[src/rtl/cla_pipe_pkg.sv]
// rtl/cla_pipe_pkg.sv - shared types, op encoding and geometry helpers for the pipelined CLA adder
package cla_pipe_pkg;

    localparam logic OP_ADD = 1'b0;
    localparam logic OP_SUB = 1'b1;

    function automatic int slice_width(input int width, input int stages);
        return width / stages;
    endfunction

    function automatic int group_count(input int width, input int stages, input int group);
        return width / (stages * group);
    endfunction

    // Per-stage control bits: valid flag and the carry leaving this stage's slice.
    typedef struct packed {
        logic valid;
        logic carry;
    } stage_ctl_t;

    // Result flags registered with the final stage.
    typedef struct packed {
        logic ovf;
        logic zero;
        logic neg;
    } flags_t;

endpackage

[src/rtl/cla_group.sv]
// rtl/cla_group.sv - GROUP-bit carry-lookahead cell with group generate/propagate
module cla_group #(
    parameter int GROUP = 4
) (
    input  logic             cin,
    input  logic [GROUP-1:0] a,
    input  logic [GROUP-1:0] b,
    output logic [GROUP-1:0] sum,
    output logic             cout,
    output logic             g,
    output logic             p
);

    logic [GROUP-1:0] gen;
    logic [GROUP-1:0] prop;
    logic [GROUP:0]   carry;
    logic             acc;
    logic             term;
    logic             g_acc;
    logic             g_term;
    logic             p_acc;

    assign gen  = a & b;
    assign prop = a ^ b;

    // Every bit carry as a flat sum of products of generate/propagate and cin.
    always_comb begin
        acc   = 1'b0;
        term  = 1'b0;
        carry = '0;
        for (int i = 0; i <= GROUP; i++) begin
            term = cin;
            for (int j = 0; j < i; j++) begin
                term = term & prop[j];
            end
            acc = term;
            for (int j = 0; j < i; j++) begin
                term = gen[j];
                for (int k = j + 1; k < i; k++) begin
                    term = term & prop[k];
                end
                acc = acc | term;
            end
            carry[i] = acc;
        end
    end

    // Group generate/propagate, independent of cin, for the next lookahead level.
    always_comb begin
        g_acc  = 1'b0;
        g_term = 1'b0;
        p_acc  = 1'b1;
        for (int j = 0; j < GROUP; j++) begin
            g_term = gen[j];
            for (int k = j + 1; k < GROUP; k++) begin
                g_term = g_term & prop[k];
            end
            g_acc = g_acc | g_term;
            p_acc = p_acc & prop[j];
        end
    end

    assign sum  = prop ^ carry[GROUP-1:0];
    assign cout = carry[GROUP];
    assign g    = g_acc;
    assign p    = p_acc;

endmodule

[src/rtl/cla_pipe_adder.sv]
// rtl/cla_pipe_adder.sv - pipelined carry-lookahead add/sub with valid/ready; flags via CLA_PIPE_FLAGS_EN
module cla_pipe_adder
    import cla_pipe_pkg::*;
#(
    parameter int WIDTH  = 32,
    parameter int GROUP  = 4,
    parameter int STAGES = 2
) (
    input  logic             clk,
    input  logic             rst_n,
    input  logic             in_valid,
    output logic             in_ready,
    input  logic [WIDTH-1:0] in_a,
    input  logic [WIDTH-1:0] in_b,
    input  logic             in_cin,
    input  logic             in_sub,
    output logic             out_valid,
    input  logic             out_ready,
    output logic [WIDTH-1:0] out_sum,
    output logic             out_cout,
    output logic             out_ovf,
    output logic             out_zero,
    output logic             out_neg
);

    localparam int SLICE   = slice_width(WIDTH, STAGES);
    localparam int NGROUPS = group_count(WIDTH, STAGES, GROUP);
    localparam int LAST    = STAGES - 1;

    // Operands feeding stage s, shifted so slice s always sits in the low SLICE bits.
    // b is already inverted for subtract.
    logic [WIDTH-1:0] a_src   [STAGES];
    logic [WIDTH-1:0] b_src   [STAGES];
    // Index s is the input of stage s; index STAGES is the output of the last stage.
    logic             v_src   [STAGES+1];
    logic             c_src   [STAGES+1];
    logic [WIDTH-1:0] sum_src [STAGES+1];
    // Partial sum including slice s, as captured into stage s.
    logic [WIDTH-1:0] sum_nxt [STAGES];

    logic adv;

    // The whole pipe moves together; it only stalls when a result sits unconsumed.
    assign adv      = out_ready | ~v_src[STAGES];
    assign in_ready = adv;

    assign a_src[0]   = in_a;
    assign b_src[0]   = (in_sub == OP_SUB) ? ~in_b : in_b;
    assign c_src[0]   = (in_sub == OP_SUB) ? ~in_cin : in_cin;
    assign v_src[0]   = in_valid & adv;
    assign sum_src[0] = '0;

    for (genvar s = 0; s < STAGES; s++) begin : g_stage
        logic [SLICE-1:0]   op_a;
        logic [SLICE-1:0]   op_b;
        logic [SLICE-1:0]   slice_sum;
        logic [NGROUPS-1:0] gcarry;
        logic [NGROUPS-1:0] grp_g;
        logic [NGROUPS-1:0] grp_p;
        logic [NGROUPS-1:0] grp_cout;
        logic               unused_ripple_cout;
        logic               slice_g;
        logic               slice_p;
        logic               slice_cout;
        logic [WIDTH-1:0]   slice_ext;
        stage_ctl_t         ctl_q;
        logic [WIDTH-1:0]   sum_q;

        assign op_a      = a_src[s][SLICE-1:0];
        assign op_b      = b_src[s][SLICE-1:0];
        assign gcarry[0] = c_src[s];

        for (genvar k = 0; k < NGROUPS; k++) begin : g_grp
            cla_group #(
                .GROUP(GROUP)
            ) u_grp (
                .cin  (gcarry[k]),
                .a    (op_a[k*GROUP +: GROUP]),
                .b    (op_b[k*GROUP +: GROUP]),
                .sum  (slice_sum[k*GROUP +: GROUP]),
                .cout (grp_cout[k]),
                .g    (grp_g[k]),
                .p    (grp_p[k])
            );
            if (k < NGROUPS - 1) begin : g_ripple
                assign gcarry[k+1] = grp_cout[k];
            end else begin : g_top
                // Slice carry-out comes from the group G/P lookahead below instead.
                assign unused_ripple_cout = grp_cout[k];
            end
        end

        // Slice carry-out from group generate/propagate, so the register input
        // does not wait on the group ripple.
        always_comb begin
            slice_g = 1'b0;
            slice_p = 1'b1;
            for (int k = 0; k < NGROUPS; k++) begin
                slice_g = grp_g[k] | (grp_p[k] & slice_g);
                slice_p = slice_p & grp_p[k];
            end
            slice_cout = slice_g | (slice_p & c_src[s]);
        end

        // Place this slice's sum bits at their final position in the result.
        always_comb begin
            slice_ext = '0;
            slice_ext[s*SLICE +: SLICE] = slice_sum;
        end

        assign sum_nxt[s] = sum_src[s] | slice_ext;

        // Stage register: valid, slice carry and accumulated sum bits.
        always_ff @(posedge clk) begin
            if (!rst_n) begin
                ctl_q <= '0;
                sum_q <= '0;
            end else if (adv) begin
                ctl_q.valid <= v_src[s];
                ctl_q.carry <= slice_cout;
                sum_q       <= sum_nxt[s];
            end
        end

        assign v_src[s+1]   = ctl_q.valid;
        assign c_src[s+1]   = ctl_q.carry;
        assign sum_src[s+1] = sum_q;

        if (s < STAGES - 1) begin : g_rem
            logic [WIDTH-1:0] a_q;
            logic [WIDTH-1:0] b_q;

            // Carry the not-yet-added operand bits forward, dropping the consumed slice.
            always_ff @(posedge clk) begin
                if (!rst_n) begin
                    a_q <= '0;
                    b_q <= '0;
                end else if (adv) begin
                    a_q <= a_src[s] >> SLICE;
                    b_q <= b_src[s] >> SLICE;
                end
            end

            assign a_src[s+1] = a_q;
            assign b_src[s+1] = b_q;
        end
    end

    assign out_valid = v_src[STAGES];
    assign out_sum   = sum_src[STAGES];
    assign out_cout  = c_src[STAGES];

`ifdef CLA_PIPE_FLAGS_EN
    flags_t flags_q;

    // Flags use the top slice operands still present in the last stage, so no
    // separate msb pipeline is needed.
    always_ff @(posedge clk) begin
        if (!rst_n) begin
            flags_q <= '0;
        end else if (adv) begin
            flags_q.ovf  <= (a_src[LAST][SLICE-1] == b_src[LAST][SLICE-1]) &
                            (sum_nxt[LAST][WIDTH-1] != a_src[LAST][SLICE-1]);
            flags_q.zero <= ~|sum_nxt[LAST];
            flags_q.neg  <= sum_nxt[LAST][WIDTH-1];
        end
    end

    assign out_ovf  = flags_q.ovf;
    assign out_zero = flags_q.zero;
    assign out_neg  = flags_q.neg;
`else
    assign out_ovf  = 1'b0;
    assign out_zero = 1'b0;
    assign out_neg  = 1'b0;
`endif

endmodule

[config.mk]
export PLATFORM = sky130hd
export DESIGN_NAME = cla_pipe_adder
export DESIGN_NICKNAME = d
export VERILOG_FILES = /design/src/rtl/cla_pipe_pkg.sv /design/src/rtl/cla_group.sv /design/src/rtl/cla_pipe_adder.sv
export SDC_FILE = /design/constraint.sdc
export NUM_CORES = 1
export LEC_CHECK = 0
export CELL_PAD_IN_SITES_DETAIL_PLACEMENT = 0
export CELL_PAD_IN_SITES_GLOBAL_PLACEMENT = 1
export CORE_UTILIZATION = 30
export DETAILED_ROUTE_END_ITERATION = 16
export PLACE_DENSITY_LB_ADDON = 0.1
export SLEW_MARGIN = 10
export SYNTH_ARGS = -nofsm -noshare
export SYNTH_HDL_FRONTEND = slang
export SYNTH_HIERARCHICAL = 1
export SYNTH_SLANG_ARGS = --single-unit
[constraint.sdc]
create_clock -name clk -period 4.8 [get_ports clk]
set_clock_uncertainty 0.1 [all_clocks]
set_input_delay 1.44 -clock clk [delete_from_list [all_inputs] [get_ports clk]]
set_output_delay 1.44 -clock clk [all_outputs]
set_load 0.03 [all_outputs]
==> impl_metrics.yaml, run 1 <==
run_status:
  status: "completed"
timing:
  fin_crit_ns: 4.56
  finalHoldViolCount: 0
  tightestPinTransition_ns: 1.00
  fin_ws_ns: 0.239
  setup_viol: 0
  drv_slew: 0
  fmax_mhz: 219
  relSlewSlack_pct: 33.3
  fin_tns_setup_ns: 0
  whs_ns: 0.346
  fin_crit_sh_pct: 95.0
route:
  viasPerCell: 4.48
  first_pass_iters: 5
  num_vias: 4006
  wire_per_inst_um: 12.7
  drtAntennaViolNets: 0
  wirelength_um: 11300
  drc_errors: 0
  drt_iter0_markers: 154
cts:
  cts-buffers-inserted: 9
  clk_pin_slew_ns: 0.07
  clock_path_buffers: 2
  cts-root-buf: "clkbuf_16"
  clkLatencyLatePin_ns: 0.34
  cts_tree: "built"
  clock-sinks: 84
  h-tree-depth: 3
logic_synthesis:
  synth_area_per_cell_um2: 8.75
  synth_warnings: 6
  syn-cell-area_mm2: 0.00498
  netlist_instances: 569
layout:
  syn_to_final_growth_pct: 31.1
  nets: 791
  final_area_mm2: 0.00653
  antennaDiodeCount: 0
  drive_gt1_share_pct: 9.14
worst_setup_path:
  crit_type: "input pin to flip-flop"
  endpoint_kind: "flip-flop"
  crit_path_max_incr_delay_ns: 0.31
  cp_max_fo: 3
  critPathArrivalTime_ns: 4.74
  critPathLaunchType: "input pin"
  cp_cell_sequence: "buf_6 -> xor2_2 -> ha_1 -> ha_2 -> o211ai_1 -> nand2_1 -> a21o_1 -> ha_2 -> o211ai_1 -> nand2_1 -> a21o_1 -> ha_2 -> o211ai_1 -> nand2_1 -> a21o_1 -> ha_2 -> o211ai_1 -> nand2_1 -> xor2_1 -> nand2_1 -> a21boi_1"
  crit_top_cell: "nand2_1"
  worst-path-buf-inv: 1
  crit_slowest_cell: "ha_1"
  required_ns: 4.98
  crit_family: "compound AO/OA/AOI/OAI gates"
die:
  die_y_um: 131
  io_pins: 108
  fp-row-count: 46
  die_area_mm2: 0.0171
  start_util_pct: 31.0
  dieWidth_um: 131
  coreArea_mm2: 0.0161
power_and_ir_drop:
  vdd_drop_max_v: 0.000158
  p_leak_nw: 2.89
  p_per_area_mw_per_mm2: 331
global_route:
  grt_antenna_before_repair: 0
  grt_first_pass_wirelength_um: 18500
  grt_max_degree: 101
  grt_overflow: 0
  track_usage_pct: 14.0
  grt_pass1_vias: 3947
run:
  drv_cap: 0
place:
  port_buffers: 104
  dpl.hpwl_um: 8010
  place.gp.congestion: 0.763
  place_area_mm2: 0.00618
  place_ws_ns: -0.455
hold_path:
  hold_path.class: "flip-flop to flip-flop"
==> layout make-up <==
class,instances,area [um2]
clock buffer,13,260
clock inverter,3,45.0
timing repair buffer,126,1200
inverter,21,80.1
multi-input combinational,431,2990
sequential,84,1680
fill,1613,9530
tap,216,270
==> report_power, final <==
| part | internal [mW] | switching, mW |
|---|---|---|
| registers | 0.781 | 0.0451 |
| clock network | 0.432 | 0.281 |
| logic | 0.305 | 0.320 |
| total | 1.52 | 0.646 |
==> worst register-to-register path: cells and delay by family, from the launching register on <==
family	cells	cell delay, ns
compound gates	8	1.53
fa+ha+maj	5	1.16
simple gates	5	0.47
flops	1	0.33
xor+xnor	1	0.15
==> metal layers <==
layer / share of wire (%) / global-route usage, % / vias to the layer above
met4: 1.6 / 5.95 / 0
met5: 0 / 0 / -
met1: 49 / 17.9 / 1820
li1: - / - / 2097
met3: 3.8 / 2.93 / 12
met2: 46 / 22.9 / 77
==> cells in the final DEF, fill, tap and decap left out, types with 8 or more instances in the layout <==
master / count
xor2_1: 27
ha_1: 36
dfxtp_1: 84
inv_1: 20
nand2_1: 164
fa_1: 8
clkbuf_16: 9
o21ai_0: 10
a21boi_1: 66
xnor2_1: 29
a21oi_1: 18
a21oi_2: 9
o211a_1: 16
buf_4: 22
o211ai_1: 9
clkdlybuf4s50_1: 98
==> stage by stage <==
step	total power [mW]	util (%)	cells
4_1_cts	2.19	40.5	891
2_1_floorplan	1.25	-	571
3_5_place_dp	1.46	38.5	874
6_report	2.16	40.7	894
5_1_grt	2.31	40.7	894
3_3_place_gp	1.46	38.5	874
==> final timing paths <==
check,slack [ns],start,end,cells past startpoint
hold reg to reg,0.35,out_sum[0],out_sum[0],2
setup reg to reg,1.00,g_stage[0].g_rem.a_q[0],out_sum[31],19
hold / removal,0.35,out_sum[0],out_sum[0],2
setup / recovery,0.24,in_sub,g_stage[0].sum_q[15],21
==> flip-flops by register name, indices dropped and copies added, names as in the netlist <==
register           flops
c_src                  1
g_stage.ctl_q          1
g_stage.g_rem.a_q     16
g_stage.g_rem.b_q     16
g_stage.sum_q         16
out_cout               1
out_sum               32
out_valid              1
==> what timing repair did <==
action,CTS,global route
buffers inserted,1,3
gates resized for setup,1,8
pin swaps,3,22
endpoints found under the setup margin,3,3
hold buffers,0,0
Power figures use the tool's default switching activity.
==> run 2: changes to the inputs <==
--- a/config.mk
+++ b/config.mk
@@ -10,6 +10,7 @@
 export CORE_UTILIZATION = 30
 export DETAILED_ROUTE_END_ITERATION = 16
 export PLACE_DENSITY_LB_ADDON = 0.1
+export REMOVE_ABC_BUFFERS = 1
 export SLEW_MARGIN = 10
 export SYNTH_ARGS = -nofsm -noshare
 export SYNTH_HDL_FRONTEND = slang
==> constraint.sdc (replaced) <==
create_clock -name clk -period 4.7 [get_ports clk]
set_clock_uncertainty 0.1 [all_clocks]
set_input_delay 1.41 -clock clk [delete_from_list [all_inputs] [get_ports clk]]
set_output_delay 1.41 -clock clk [all_outputs]
set_load 0.03 [all_outputs]
==> impl_metrics.yaml, run 2 (same netlist as run 1, synthesis figures left out) <==
place:
  place.gp.congestion: 0.772
  dpl.hpwl_um: 7820
  place_ws_ns: -0.698
  port_buffers: 104
global_route:
  grt_pass1_vias: 3938
  met3_usage_pct: 3.01
  use_met2_pct: 23.6
  grt_overflow: 0
  grt_antenna_before_repair: 0
  grt_first_pass_wirelength_um: 18600
  grtUsageMet1_pct: 17.3
  grt_max_degree: 101
  busiest_layer: "met2"
  track_usage_pct: 14.0
timing:
  drv_slew: 0
  finalHoldViolCount: 0
  fin_crit_sh_pct: 94.3
  fin_ws_ns: 0.266
  whs_ns: 0.348
  fmax_mhz: 226
  fin_crit_ns: 4.43
  relSlewSlack_pct: 32.6
  rsz0062_at_grt: "yes"
  tightestPinTransition_ns: 1.01
  fin_tns_setup_ns: 0
  setup_viol: 0
layout:
  final_cell_mix: "nand2_1, clkdlybuf4s50_1, dfxtp_1"
  nets: 796
  drive_gt1_share_pct: 9.97
  syn_to_final_growth_pct: 32.7
  final_common_cell: "nand2_1"
  antennaDiodeCount: 0
  fin_util_pct: 41.2
  largest_reg_flops: 32
route:
  num_vias: 4059
  first_pass_iters: 4
  wire_per_inst_um: 12.6
  viasPerCell: 4.52
  drtAntennaViolNets: 0
  wirelength_um: 11300
  drc_errors: 0
  drt_iter0_markers: 171
die:
  dieWidth_um: 131
  fp-row-count: 46
  die_y_um: 131
  coreArea_mm2: 0.0161
  start_util_pct: 31.0
  die_area_mm2: 0.0171
  io_pins: 108
worst_setup_path:
  required_ns: 4.88
  r2r_setup_slack_ns: 0.91
  critPathLaunchType: "input pin"
  critPathArrivalTime_ns: 4.61
  crit_type: "input pin to flip-flop"
  cp_max_fo: 2
  endpoint_kind: "flip-flop"
run_status:
  status: "completed"
cts:
  h-tree-depth: 3
  cts-root-buf: "clkbuf_16"
  postCtsHoldBufs: 0
  clkLatencyLatePin_ns: 0.35
  clock_path_buffers: 2
  cts-buffers-inserted: 9
  clock-sinks: 84
  clk_pin_slew_ns: 0.06
  cts_tree: "built"
power_and_ir_drop:
  vdd_drop_max_v: 0.000167
  p_leak_nw: 2.94
  p_per_area_mw_per_mm2: 349
run:
  drv_cap: 0
hold_path:
  hold_path.class: "flip-flop to flip-flop"
run 2: changes by cell type in the layout (fill, tap and decap cells not counted):
cell / previous run / this run
buf_4: 22 / 27
buf_6: 1 / 2
bufinv_16: 1 / 3
clkbuf_1: 2 / 0
clkbuf_2: 1 / 0
clkbuf_8: 2 / 1
clkinv_2: 1 / 3
clkinvlp_4: 2 / 0
run 2: timing repair:
item / 4_1_cts / 5_1_grt
setup endpoints to repair: 4 / 5
buffers inserted: 6 / 2
resized for setup: 6 / 12
pin swaps: 13 / 18
run 2: worst max-delay path: stages:
cell             delay [ns]
clkdlybuf4s50_1        0.41
xor2_1                 0.16
ha_2                   0.19
o211ai_1               0.15
nand2_1                0.09
a21o_1                 0.20
ha_2                   0.17
o211ai_1               0.15
nand2_1                0.09
a21o_1                 0.20
ha_2                   0.18
o211ai_1               0.16
nand2_1                0.09
a21o_1                 0.18
ha_2                   0.19
o211ai_1               0.16
nand2_1                0.08
xor2_1                 0.13
nand2_1                0.06
a21boi_1               0.15
run 2: per-stage QoR:
step           cells  power, mW  area [um2]
3_5_place_dp     876       1.49        6180
3_3_place_gp     876       1.49        6180
6_report         898       2.31        6610
4_1_cts          897       2.34        6580
5_1_grt          898       2.45        6610
2_1_floorplan    536       1.24        4730
run 2: layout make-up:
type                            count  area, um2
Sequential cell                    84       1680
Tap cell                          216        270
Clock buffer                       10        239
Timing Repair Buffer              131       1250
Clock inverter                      5        100
Fill cell                        1598       9450
Inverter                           21       80.1
Multi-Input combinational cell    431       2990
run 2: per-layer routing:
metal	part of all wire [%]	routed length, um	vias up
li1	-	-	2104
met1	49	5490	1852
met2	45	5130	92
met3	4.4	498	11
met4	1.6	182	0
met5	0	0	-
run 2: where the power goes:
part,internal [mW],switching (mW),leakage [nW]
clock,0.529,0.288,0.168
sequential,0.797,0.0456,0.697
combinational,0.321,0.328,2.08
total,1.65,0.662,2.94
run 2: final timing paths:
kind         cells past startpoint                     from              endpoint
max                             20                   in_cin  g_stage[0].sum_q[15]
min                              2              out_sum[23]           out_sum[23]
max reg2reg                     19  g_stage[0].g_rem.a_q[0]           out_sum[31]
min reg2reg                      2              out_sum[23]           out_sum[23]
==> run 3: changes to the inputs <==
--- a/config.mk
+++ b/config.mk
@@ -7,6 +7,7 @@
 export LEC_CHECK = 0
 export CELL_PAD_IN_SITES_DETAIL_PLACEMENT = 0
 export CELL_PAD_IN_SITES_GLOBAL_PLACEMENT = 1
+export CORE_MARGIN = 2
 export CORE_UTILIZATION = 30
 export DETAILED_ROUTE_END_ITERATION = 16
 export PLACE_DENSITY_LB_ADDON = 0.1
==> impl_metrics.yaml, run 3 (same netlist as run 1, synthesis figures left out) <==
timing:
  tightestPinTransition_ns: 1.02
  rsz0062_at_grt: "yes"
  fin_crit_sh_pct: 96.9
  relSlewSlack_pct: 32.3
  setup_viol: 0
  fmax_mhz: 220
  drv_slew: 0
  fin_tns_setup_ns: 0
  fin_crit_ns: 4.55
  finalHoldViolCount: 0
  fin_ws_ns: 0.147
worst_setup_path:
  critPathLaunchType: "input pin"
  crit_start: "in_sub"
  endpoint_kind: "flip-flop"
  critPathArrivalTime_ns: 4.73
  cp_max_fo: 2
  crit_type: "input pin to flip-flop"
  r2r-start: "g_stage[0].g_rem.a_q[0]"
  reg2regPathDepth: 19
  required_ns: 4.88
route:
  drtAntennaViolNets: 0
  viasPerCell: 4.51
  first_pass_iters: 4
  drc_errors: 0
  wirelength_um: 11400
  num_vias: 4069
  wire_per_inst_um: 12.7
  drt_iter0_markers: 97
power_and_ir_drop:
  switching_share_pct: 30.0
  combPwrFrac_pct: 29.8
  clockPowerShare_pct: 32.0
  p_per_area_mw_per_mm2: 334
  power_frac_seq_pct: 38.2
  p_leak_nw: 2.93
  vdd_drop_max_v: 0.000165
  fin_total_pwr_mw: 2.20
  power_switching_uw: 659
  power.internal_mw: 1.54
cts:
  h-tree-depth: 3
  cts-buffers-inserted: 9
  clkLatencyLatePin_ns: 0.34
  cts-root-buf: "clkbuf_16"
  cts_tree: "built"
  clk_pin_slew_ns: 0.06
  clock_path_buffers: 2
  clock-sinks: 84
layout:
  drive_gt1_share_pct: 10.1
  fin_cells: 903
  final_common_cell: "nand2_1"
  largest_reg_flops: 32
  syn_to_final_growth_pct: 32.2
  antennaDiodeCount: 0
  final_cell_mix: "nand2_1, clkdlybuf4s50_1, dfxtp_1"
  nets: 797
global_route:
  grt_pass1_vias: 4186
  grt_first_pass_wirelength_um: 19300
  track_usage_pct: 13.4
  grt_max_degree: 101
  grt_overflow: 0
  grt_antenna_before_repair: 0
place:
  place.gp.congestion: 0.740
  dpl.hpwl_um: 7940
  dp.cells: 878
  place_ws_ns: -0.728
  port_buffers: 104
die:
  die_y_um: 133
  dieWidth_um: 133
  fp-row-count: 47
  die_area_mm2: 0.0177
  coreArea_mm2: 0.0164
  start_util_pct: 30.4
  io_pins: 108
hold_path:
  whs_path_depth: 2
  holdCritStartpoint: "out_sum[26]"
  hold_path.class: "flip-flop to flip-flop"
run:
  drv_cap: 0
run_status:
  status: "completed"
-- run 3: cell types whose count changed in the layout (fill, tap and decap cells not counted) --
| cell | change |
|---|---|
| clkbuf_2 | +1 |
| bufinv_16 | -2 |
| clkinvlp_4 | +1 |
| buf_12 | +1 |
| buf_8 | +1 |
| buf_6 | -2 |
| clkinv_2 | +1 |
-- run 3: final timing paths --
kind                                        endpoint  slack (ns)
worst min register to register           out_sum[26]        0.35
worst min-delay path                     out_sum[26]        0.35
worst max-delay path            g_stage[0].sum_q[15]        0.15
worst max register to register           out_sum[31]        0.93
-- run 3: metal layers --
layer  part of all wire (%)  global-route usage [%]  vias up
li1                       -                       -     2107
met1                     47                    16.4     1857
met2                     46                    22.3       88
met3                    5.1                    3.30       17
met4                    2.3                    6.27        0
met5                      0                       0        -
-- run 3: per-stage QoR --
| step | utilization, % | hold slack [ns] | cell area, um2 |
|---|---|---|---|
| floorplan | - | 0.331 | 4730 |
| global placement | 37.7 | 0.337 | 6180 |
| detailed placement | 37.7 | 0.344 | 6180 |
| CTS | 39.8 | 0.351 | 6540 |
| global route | 40.1 | 0.363 | 6590 |
| finish | 40.1 | 0.346 | 6590 |
-- run 3: timing repair --
action / CTS / global route
pin swaps: 10 / 24
gates resized for setup: 4 / 12
setup buffers: 7 / 4
setup endpoints to repair: 4 / 4
hold buffers: 0 / 0
-- run 3: worst max-delay path, stage by stage --
cell	delay [ns]
buf_8	0.10
xor2_2	0.17
ha_1	0.31
ha_2	0.20
o211ai_1	0.18
nand2_1	0.10
a21o_1	0.20
ha_2	0.18
o211ai_1	0.17
nand2_1	0.09
a21o_1	0.21
ha_2	0.19
o211ai_1	0.18
nand2_1	0.09
a21o_1	0.21
ha_2	0.18
o211ai_1	0.15
nand2_1	0.08
xor2_1	0.13
nand2_1	0.06
a21boi_1	0.16
-- run 3: power by group through the flow --
stage	Combinational, mW	Sequential, mW	Clock [mW]
5_1_grt	0.731	0.852	0.761
3_3_place_gp	0.631	0.855	0
3_5_place_dp	0.636	0.858	0
2_1_floorplan	0.326	0.918	0
6_report	0.655	0.841	0.705
4_1_cts	0.655	0.842	0.737
-- run 3: layout make-up --
type,count,area (um2)
Fill cell,1634,9820
Multi-Input combinational cell,431,2990
Sequential cell,84,1680
Timing Repair Buffer,132,1270
Tap cell,220,275
Clock buffer,10,239
Inverter,21,80.1
Clock inverter,5,52.6
